--- config.mk ---
export PLATFORM = sky130hd
export DESIGN_NAME = uart_rx_fifo
export DESIGN_NICKNAME = d
export VERILOG_FILES = /design/src/rtl/uart_pkg.sv /design/src/rtl/sync_fifo_core.sv /design/src/rtl/uart_rx_fifo.sv
export SDC_FILE = /design/constraint.sdc
export NUM_CORES = 1
export LEC_CHECK = 0
export ABC_AREA = 1
export CAP_MARGIN = 20
export CORE_ASPECT_RATIO = 1.5
export CORE_MARGIN = 4
export CORE_UTILIZATION = 45
export DETAILED_ROUTE_END_ITERATION = 8
export SYNTH_ARGS = -nofsm -noshare
export SYNTH_HDL_FRONTEND = slang
export SYNTH_SLANG_ARGS = --single-unit
--- constraint.sdc ---
create_clock -name clk -period 3.4 [get_ports clk]
set_clock_uncertainty 0.15 [all_clocks]
set_input_delay 0.51 -clock clk [delete_from_list [all_inputs] [get_ports clk]]
set_output_delay 0.51 -clock clk [all_outputs]
set_load 0.05 [all_outputs]
--- src/rtl/uart_pkg.sv ---
// Constants shared by the UART receiver and its receive-side FIFO.
package uart_pkg;

  localparam int UART_DATA_W    = 8;
  localparam int BAUD_TICK      = 5208;
  localparam int RX_FIFO_DEPTH  = 16;
  localparam int RX_FIFO_ADDR_W = 4;

  typedef logic [UART_DATA_W-1:0] uart_byte_t;

endpackage

--- src/rtl/sync_fifo_core.sv ---
// Generic pointer-and-array FIFO; the caller decides when a push or pop is legal.
module sync_fifo_core #(
  parameter int WIDTH  = 8,
  parameter int DEPTH  = 16,
  parameter int ADDR_W = 4
) (
  input  logic              clk,
  input  logic              rst,
  input  logic              wr_en,
  input  logic [WIDTH-1:0]  wr_data,
  input  logic              rd_en,
  output logic [WIDTH-1:0]  rd_data,
  output logic [ADDR_W:0]   count,
  output logic              full,
  output logic              empty
);

  logic [WIDTH-1:0] mem_q [DEPTH];
  logic [ADDR_W:0]  wr_ptr_q, wr_ptr_d;
  logic [ADDR_W:0]  rd_ptr_q, rd_ptr_d;

  // Pointers carry one extra wrap bit so full and empty stay distinguishable.
  always_comb begin
    wr_ptr_d = wr_ptr_q + {{ADDR_W{1'b0}}, wr_en};
    rd_ptr_d = rd_ptr_q + {{ADDR_W{1'b0}}, rd_en};
  end

  always_ff @(posedge clk or posedge rst) begin
    if (rst) begin
      wr_ptr_q <= '0;
      rd_ptr_q <= '0;
    end else begin
      wr_ptr_q <= wr_ptr_d;
      rd_ptr_q <= rd_ptr_d;
    end
  end

  always_ff @(posedge clk) begin
    if (wr_en) begin
      mem_q[wr_ptr_q[ADDR_W-1:0]] <= wr_data;
    end
  end

  assign rd_data = mem_q[rd_ptr_q[ADDR_W-1:0]];
  assign count   = wr_ptr_q - rd_ptr_q;
  assign empty   = (wr_ptr_q == rd_ptr_q);
  assign full    = (wr_ptr_q[ADDR_W] != rd_ptr_q[ADDR_W]) &&
                   (wr_ptr_q[ADDR_W-1:0] == rd_ptr_q[ADDR_W-1:0]);

endmodule

--- src/rtl/uart_rx_fifo.sv ---
// Receive byte buffer: drops bytes arriving into a full FIFO, flags them with a
// sticky overflow bit, and presents the head byte first-word-fall-through.
module uart_rx_fifo
  import uart_pkg::*;
#(
  parameter int DEPTH  = RX_FIFO_DEPTH,
  parameter int ADDR_W = RX_FIFO_ADDR_W
) (
  input  logic                   clk,
  input  logic                   rst,
  input  logic [UART_DATA_W-1:0] in_data,
  input  logic                   in_valid,
  output logic [UART_DATA_W-1:0] out_data,
  output logic                   out_valid,
  input  logic                   out_ready,
  output logic [ADDR_W:0]        count,
  output logic                   full,
  output logic                   empty,
  output logic                   overflow,
  input  logic                   clr_overflow
);

  uart_byte_t head;
  logic       push;
  logic       pop;
  logic       drop;
  logic       overflow_q, overflow_d;

  // A pop in the same cycle frees a slot, so a full FIFO can still accept.
  assign pop  = out_valid & out_ready;
  assign push = in_valid & (~full | pop);
  assign drop = in_valid & full & ~pop;

  sync_fifo_core #(
    .WIDTH  (UART_DATA_W),
    .DEPTH  (DEPTH),
    .ADDR_W (ADDR_W)
  ) u_core (
    .clk     (clk),
    .rst     (rst),
    .wr_en   (push),
    .wr_data (in_data),
    .rd_en   (pop),
    .rd_data (head),
    .count   (count),
    .full    (full),
    .empty   (empty)
  );

  always_comb begin
    overflow_d = overflow_q;
    if (drop) begin
      overflow_d = 1'b1;
    end else if (clr_overflow) begin
      overflow_d = 1'b0;
    end
  end

  always_ff @(posedge clk or posedge rst) begin
    if (rst) begin
      overflow_q <= 1'b0;
    end else begin
      overflow_q <= overflow_d;
    end
  end

  assign out_valid = ~empty;
  assign out_data  = out_valid ? head : '0;
  assign overflow  = overflow_q;

endmodule
==> results.sh, run 1 <==
export IMPL_outcome="finished, final reports clean"
export IMPL_ios=30
export IMPL_switching_share_pct=42.39
export IMPL_postRouteAntennaNets=0
export IMPL_grt_max_degree=41
export IMPL_initial_core_util_pct=46.07
export IMPL_finalPower_mw=7.721
export IMPL_highest_layer="met4"
export IMPL_coreArea_um2=13600
export IMPL_io_buffers=29
export IMPL_synth_nets=640
export IMPL_yosys_warnings=0
export IMPL_final_layout_size_suffix_gt1_share_pct=10.39
export IMPL_required_ns=2.74
export IMPL_grt_pass1_wl_mm=22.70
export IMPL_arrival_ns=2.43
export IMPL_synth_xor_area_share_pct=1.518
export IMPL_synth_top_family_by_area="simple AND/OR/NAND/NOR gates"
export IMPL_die_y_um=152.5
export IMPL_die_x_um=104.3
export IMPL_utilization_pct=54.19
export IMPL_syn_area_um2=6265
export IMPL_antenna_cells=0
export IMPL_cpMaxStageDelayCell="dfrtp_2"
export IMPL_grt_pass1_vias=4176
export IMPL_rsz0062_at_grt="no"
export IMPL_route_detailed_drc=0
export IMPL_min_period_ns=3.092
export IMPL_cts_sinks=139
export IMPL_wl_per_cell_um=17.24
export IMPL_cts_htree_levels=4
export IMPL_synth_simple_gate_area_share_pct=20.75
export IMPL_root_buffer="clkbuf_16"
export IMPL_gr_total_overflow=0
export IMPL_antenna_found_initial=0
export IMPL_final_nets=683
export IMPL_worst_r2r_startpoint="u_core.rd_ptr_q[2]"
export IMPL_r2r_setup_slack_ns=0.61
export IMPL_synthAdderAreaFrac_pct=1.917
export IMPL_globalRouteTotalUtil_pct=19.04
export IMPL_worst_setup_path_type="reg -> out"
export IMPL_fin_tns_setup_ns=0
export IMPL_clock_power_share_pct=25.0
export IMPL_max_freq_ghz=0.3234
export IMPL_worst_slew_pin_slew_ns=0.9373
export IMPL_drt_met1_wl_mm=5.739
export IMPL_setup_violations=0
export IMPL_max_slew_margin_pct=37.32
export IMPL_drv_slew=0
export IMPL_wl_met2_mm=7.727
export IMPL_hold_path_class="in -> async"
export IMPL_dp_hpwl_mm=9.877
export IMPL_muxShareOfSynthArea_pct=0
export IMPL_synth_cell_types=23
export IMPL_cts_tree="built"
export IMPL_cp_end_kind="output port"
export IMPL_p_int_mw=4.448
export IMPL_drt_iter0_markers=194
export IMPL_crit_path_start_kind="flip-flop"
export IMPL_leakage_nw=3.238
export IMPL_clk_path_buf_depth=2
export IMPL_drt_first_pass_iters=4
export IMPL_num_vias=4120
export IMPL_dieArea_um2=15910
export IMPL_routed_wl_mm=14.41
export IMPL_n_fill_cell=1190
export IMPL_insertion_delay_ns=0.41
export IMPL_postCtsSetupBuffers=0
export IMPL_post_place_cells=804
export IMPL_powerDensity_nw_per_um2=1048
export IMPL_crit_reg2reg_capture="u_core.mem_q[10][6]"
export IMPL_peakVddDrop_uv=1792
export IMPL_fin_crit_sh_pct=90.96
export IMPL_clk_pin_slew_ns=0.06
export IMPL_via_per_inst=4.928
export IMPL_yosysSeqAreaShare_pct=65.75
export IMPL_crit_path_max_incr_delay_ns=0.42
export IMPL_reg2reg_depth=7
export IMPL_area_growth_pct=17.62
export IMPL_ctsResizeCount=0
export IMPL_numCtsBuffers=17
export IMPL_maxCapViolCount=0
export IMPL_gp_congestion=1.057
export IMPL_p_switching_mw=3.272
export IMPL_power_frac_comb_pct=46.4
export IMPL_crit_path_max_fanout=29
export IMPL_hold_violations=0
export IMPL_wl_met3_um=514
export IMPL_avgSynthCellArea_um2=10.14
export IMPL_fin_cells=836
export IMPL_rows=52
export IMPL_path_cells="buf_4 -> ha_1 -> fa_1 -> o21ai_0 -> xor2_1 -> buf_12"
export IMPL_cts_hold_buffers=0
export IMPL_synth_compound_area_share_pct=1.039
export IMPL_syn_inst=618
export IMPL_seq_power_share_pct=28.6
export IMPL_synth_seq_cells=139
==> area by class of cell <==
type                       count  area (um2)  area share [%]
inverter                     105       395.4           5.366
clock buffer                  17       425.4           5.773
multi-input combinational    351        1580           21.45
clock inverter                15       193.9           2.632
sequential                   139        4120           55.92
timing repair buffer          47       450.4           6.113
tap                          162       202.7           2.751
==> Yosys cell counts <==
library cell  count  share of area, %
nand2_1         225                13
edfxtp_1        128                61
inv_1           101               6.1
nand3_1          68               5.4
nor2_1           19               1.1
dfrtp_1          11               4.4
a21oi_1          10              0.80
buf_2            10              0.80
ha_1              8               1.6
buf_6             7               1.3
xor2_1            6              0.84
buf_4             5              0.60
nand4_1           5              0.50
o21ai_0           3              0.24
xnor2_1           3              0.42
clkinv_1          2              0.12
clkbuf_1          1             0.060
clkinv_2          1             0.080
fa_1              1              0.32
inv_2             1             0.060
nand2_2           1              0.10
nor2_2            1              0.10
xnor2_2           1              0.26
==> metal layers <==
layer  track usage [%]  vias up
li1                  -     2059
met1             21.87     1926
met2             33.76      105
met3             3.985       30
met4             8.745        0
met5                 0        -
==> layout by cell type (no fill, tap or decap) <==
cell,n
clkinv_1,3
xnor2_2,1
buf_12,5
dfrtp_2,1
nor2_1,19
buf_4,28
bufinv_16,4
inv_2,1
a21oi_1,10
edfxtp_1,128
inv_6,4
dfrtp_1,10
xor2_1,6
ha_1,8
clkinvlp_4,2
inv_1,101
fa_1,1
clkbuf_16,17
nor2_2,1
nand2_1,225
clkdlybuf4s50_1,14
nand3_1,68
nand4_1,5
xnor2_1,3
nand2_2,1
o21ai_0,3
clkinv_2,5
==> registers in the layout, indices dropped and copies added (netlist names) <==
signal	cells
overflow	1
u_core.mem_q	128
u_core.rd_ptr_q	5
u_core.wr_ptr_q	5
==> kinds of logic (layout without fill, tap and decap cells) <==
logic type      count (synthesis)  in the layout
flops                         139            139
fa+ha+maj                       9              9
simple gates                  319            319
buf+inv                       128            184
xor+xnor                       10             10
compound gates                 13             13
==> through the flow <==
step,area (um2),hold WS (ns),setup WS (ns)
after floorplan,6265,0.2124,0.4272
after global placement,6749,0.3663,0.7273
after detailed placement,6749,0.3708,0.6202
after CTS,7368,0.2360,0.2950
after global routing,7368,0.2503,0.1815
final,7368,0.2389,0.3075
==> critical path, delay by kind of cell (launching register included) <==
| kind | cells | cell delay (ns) |
|---|---|---|
| buf+inv | 2 | 0.42 |
| xor+xnor | 1 | 0.29 |
| fa+ha+maj | 2 | 0.67 |
| flops | 1 | 0.42 |
| compound gates | 1 | 0.22 |
==> worst max-delay path by stage <==
stage                                   from  cells past startpoint  slack [ns]                   to
after global routing      u_core.rd_ptr_q[0]                      6        0.18             count[4]
after global placement    u_core.rd_ptr_q[2]                      7        0.73  u_core.mem_q[12][1]
final                     u_core.rd_ptr_q[0]                      6        0.31             count[4]
after detailed placement  u_core.rd_ptr_q[2]                      7        0.62  u_core.mem_q[12][1]
after floorplan           u_core.rd_ptr_q[1]                      8        0.43          out_data[0]
after CTS                 u_core.rd_ptr_q[0]                      6        0.30             count[4]
==> power groups by stage <==
stage	Sequential [mW]	Clock, mW	Combinational (mW)
final	2.21	1.93	3.58
after global routing	2.23	2.03	3.88
after global placement	2.24	0	3.57
after floorplan	2.22	0	2.48
after CTS	2.21	1.95	3.60
after detailed placement	2.25	0	3.58
(Power assumes the default switching activity.)
==> run 2, diff against run 1 <==
--- a/config.mk
+++ b/config.mk
@@ -9,7 +9,7 @@
 export CAP_MARGIN = 20
 export CORE_ASPECT_RATIO = 1.5
 export CORE_MARGIN = 4
-export CORE_UTILIZATION = 45
+export CORE_UTILIZATION = 28
 export DETAILED_ROUTE_END_ITERATION = 8
 export SYNTH_ARGS = -nofsm -noshare
 export SYNTH_HDL_FRONTEND = slang
==> run 2 against run 1 <==
Compared with the run above: critical path depth grew 1; power is 0.71% lower; clock power shrank 4%; flip-flop and latch count unchanged; combinational power hardly changed; first-iteration DRC count grew to 2.6 times the previous value; utilization shrank 20 points; sequential share of layout area decreased by 1.2 points; cell count up 14%; global-route usage decreased by 6.7 points; critical path type unchanged.
==> results.sh, run 2 (synthesis gave the netlist of run 1 again) <==
export IMPL_dp_hpwl_mm=9.490
export IMPL_drt_met1_wl_mm=5.800
export IMPL_ctsResizeCount=0
export IMPL_cp_end_kind="output port"
export IMPL_fin_crit_sh_pct=91.92
export IMPL_peakVddDrop_uv=1589
export IMPL_hold_violations=0
export IMPL_route_detailed_drc=0
export IMPL_dieArea_um2=24880
export IMPL_insertion_delay_ns=0.41
export IMPL_wl_per_cell_um=15.51
export IMPL_largest_register_ff_count=128
export IMPL_postRouteAntennaNets=0
export IMPL_clk_path_buf_depth=2
export IMPL_grt_pass1_vias=4185
export IMPL_antenna_cells=0
export IMPL_utilization_pct=34.38
export IMPL_arrival_ns=2.47
export IMPL_root_buffer="clkbuf_16"
export IMPL_initial_core_util_pct=28.63
export IMPL_die_y_um=191.2
export IMPL_wl_met2_mm=7.644
export IMPL_outcome="finished, final reports clean"
export IMPL_clk_pin_slew_ns=0.06
export IMPL_cts_sinks=139
export IMPL_wl_met3_um=826
export IMPL_critPathBufInv=3
export IMPL_drt_iter0_markers=514
export IMPL_rsz0062_at_grt="no"
export IMPL_crit_path_max_fanout=9
export IMPL_cts_tree="built"
export IMPL_gr_total_overflow=0
export IMPL_coreArea_um2=21880
export IMPL_final_layout_size_suffix_gt1_share_pct=10.77
export IMPL_hold_path_class="in -> async"
export IMPL_mostFrequentLayoutCells="nand2_1 (225), edfxtp_1 (128), inv_1 (101)"
export IMPL_fin_tns_setup_ns=0
export IMPL_io_buffers=29
export IMPL_drv_slew=0
export IMPL_rows=66
export IMPL_worst_setup_path_type="reg -> out"
export IMPL_grt_pass1_wl_mm=22.66
export IMPL_crit_path_max_incr_delay_ns=0.48
export IMPL_crit_family="buffers and inverters"
export IMPL_maxCapViolCount=0
export IMPL_r2r_setup_slack_ns=0.71
export IMPL_layout_commonest_cell="nand2_1"
export IMPL_cts_hold_buffers=0
export IMPL_gp_congestion=0.8584
export IMPL_num_vias=4247
export IMPL_die_x_um=130.1
export IMPL_leakage_nw=3.240
export IMPL_cts_htree_levels=4
export IMPL_numCtsBuffers=17
export IMPL_grt_max_degree=65
export IMPL_setup_violations=0
export IMPL_holdWs_ns=0.2504
export IMPL_via_per_inst=4.471
export IMPL_routed_wl_mm=14.73
export IMPL_final_nets=687
export IMPL_highest_layer="met4"
export IMPL_required_ns=2.74
export IMPL_area_growth_pct=20.09
export IMPL_worst_slew_pin_slew_ns=0.7157
export IMPL_postCtsSetupBuffers=0
export IMPL_ios=30
export IMPL_antenna_found_initial=0
export IMPL_globalRouteTotalUtil_pct=12.29
export IMPL_drt_first_pass_iters=5
export IMPL_max_freq_ghz=0.3200
export IMPL_crit_top_cell="buf_4"
export IMPL_crit_path_start_kind="flip-flop"
export IMPL_cpMaxStageDelayCell="ha_1"
export IMPL_max_slew_margin_pct=52.11
export IMPL_path_cells="clkinv_1 -> ha_1 -> nand4_1 -> nor2_1 -> buf_4 -> a21oi_1 -> buf_4"
export IMPL_powerDensity_nw_per_um2=1019
export IMPL_min_period_ns=3.125
==> run 2: path summary, 6_finish.rpt <==
kind,from,end,cells past startpoint
setup / recovery,u_core.rd_ptr_q[2],out_data[5],7
hold / removal,rst,overflow,2
setup reg to reg,u_core.rd_ptr_q[2],u_core.rd_ptr_q[4],10
hold reg to reg,overflow,overflow,2
max in group asynchronous,rst,u_core.rd_ptr_q[0],2
min in group clk,overflow,overflow,2
==> run 2: final cells by class <==
cell class / count / area, um2
Inverter: 105 / 395.4
Clock buffer: 21 / 460.4
Timing Repair Buffer: 51 / 480.5
Fill cell: 2150 / 14360
Multi-Input combinational cell: 351 / 1580
Clock inverter: 11 / 146.4
Sequential cell: 139 / 4120
Tap cell: 272 / 340.3
==> run 2: metrics by stage <==
stage          instances  cell area, um2  setup WS [ns]  power, mW
4_1_cts              950            7523         0.2418      7.718
3_5_place_dp         918            6917         0.6992      5.844
2_1_floorplan        618            6265         0.4272      4.699
5_1_grt              950            7523         0.1222      8.109
6_report             950            7523         0.2746      7.666
3_3_place_gp         918            6917         0.7771      5.842
==> run 2: report_power, final <==
part	leakage (nW)	switching, mW	internal [mW]
sequential	1.29	0.109	2.10
combinational	1.67	2.47	1.12
clock	0.281	0.670	1.19
total	3.24	3.25	4.41
==> run 2: layer usage <==
layer | up-vias | track usage (%)
met5 | - | 0
met3 | 34 | 2.460
met2 | 138 | 21.48
li1 | 2071 | -
met4 | 0 | 5.800
met1 | 2004 | 14.22
==> run 3, diff against run 2 <==
--- a/config.mk
+++ b/config.mk
@@ -11,6 +11,7 @@
 export CORE_MARGIN = 4
 export CORE_UTILIZATION = 28
 export DETAILED_ROUTE_END_ITERATION = 8
+export SETUP_SLACK_MARGIN = 0.1
 export SYNTH_ARGS = -nofsm -noshare
 export SYNTH_HDL_FRONTEND = slang
 export SYNTH_SLANG_ARGS = --single-unit
==> results of run 3 <==
No change in the layout: final DEF, timing and power equal those of run 2.
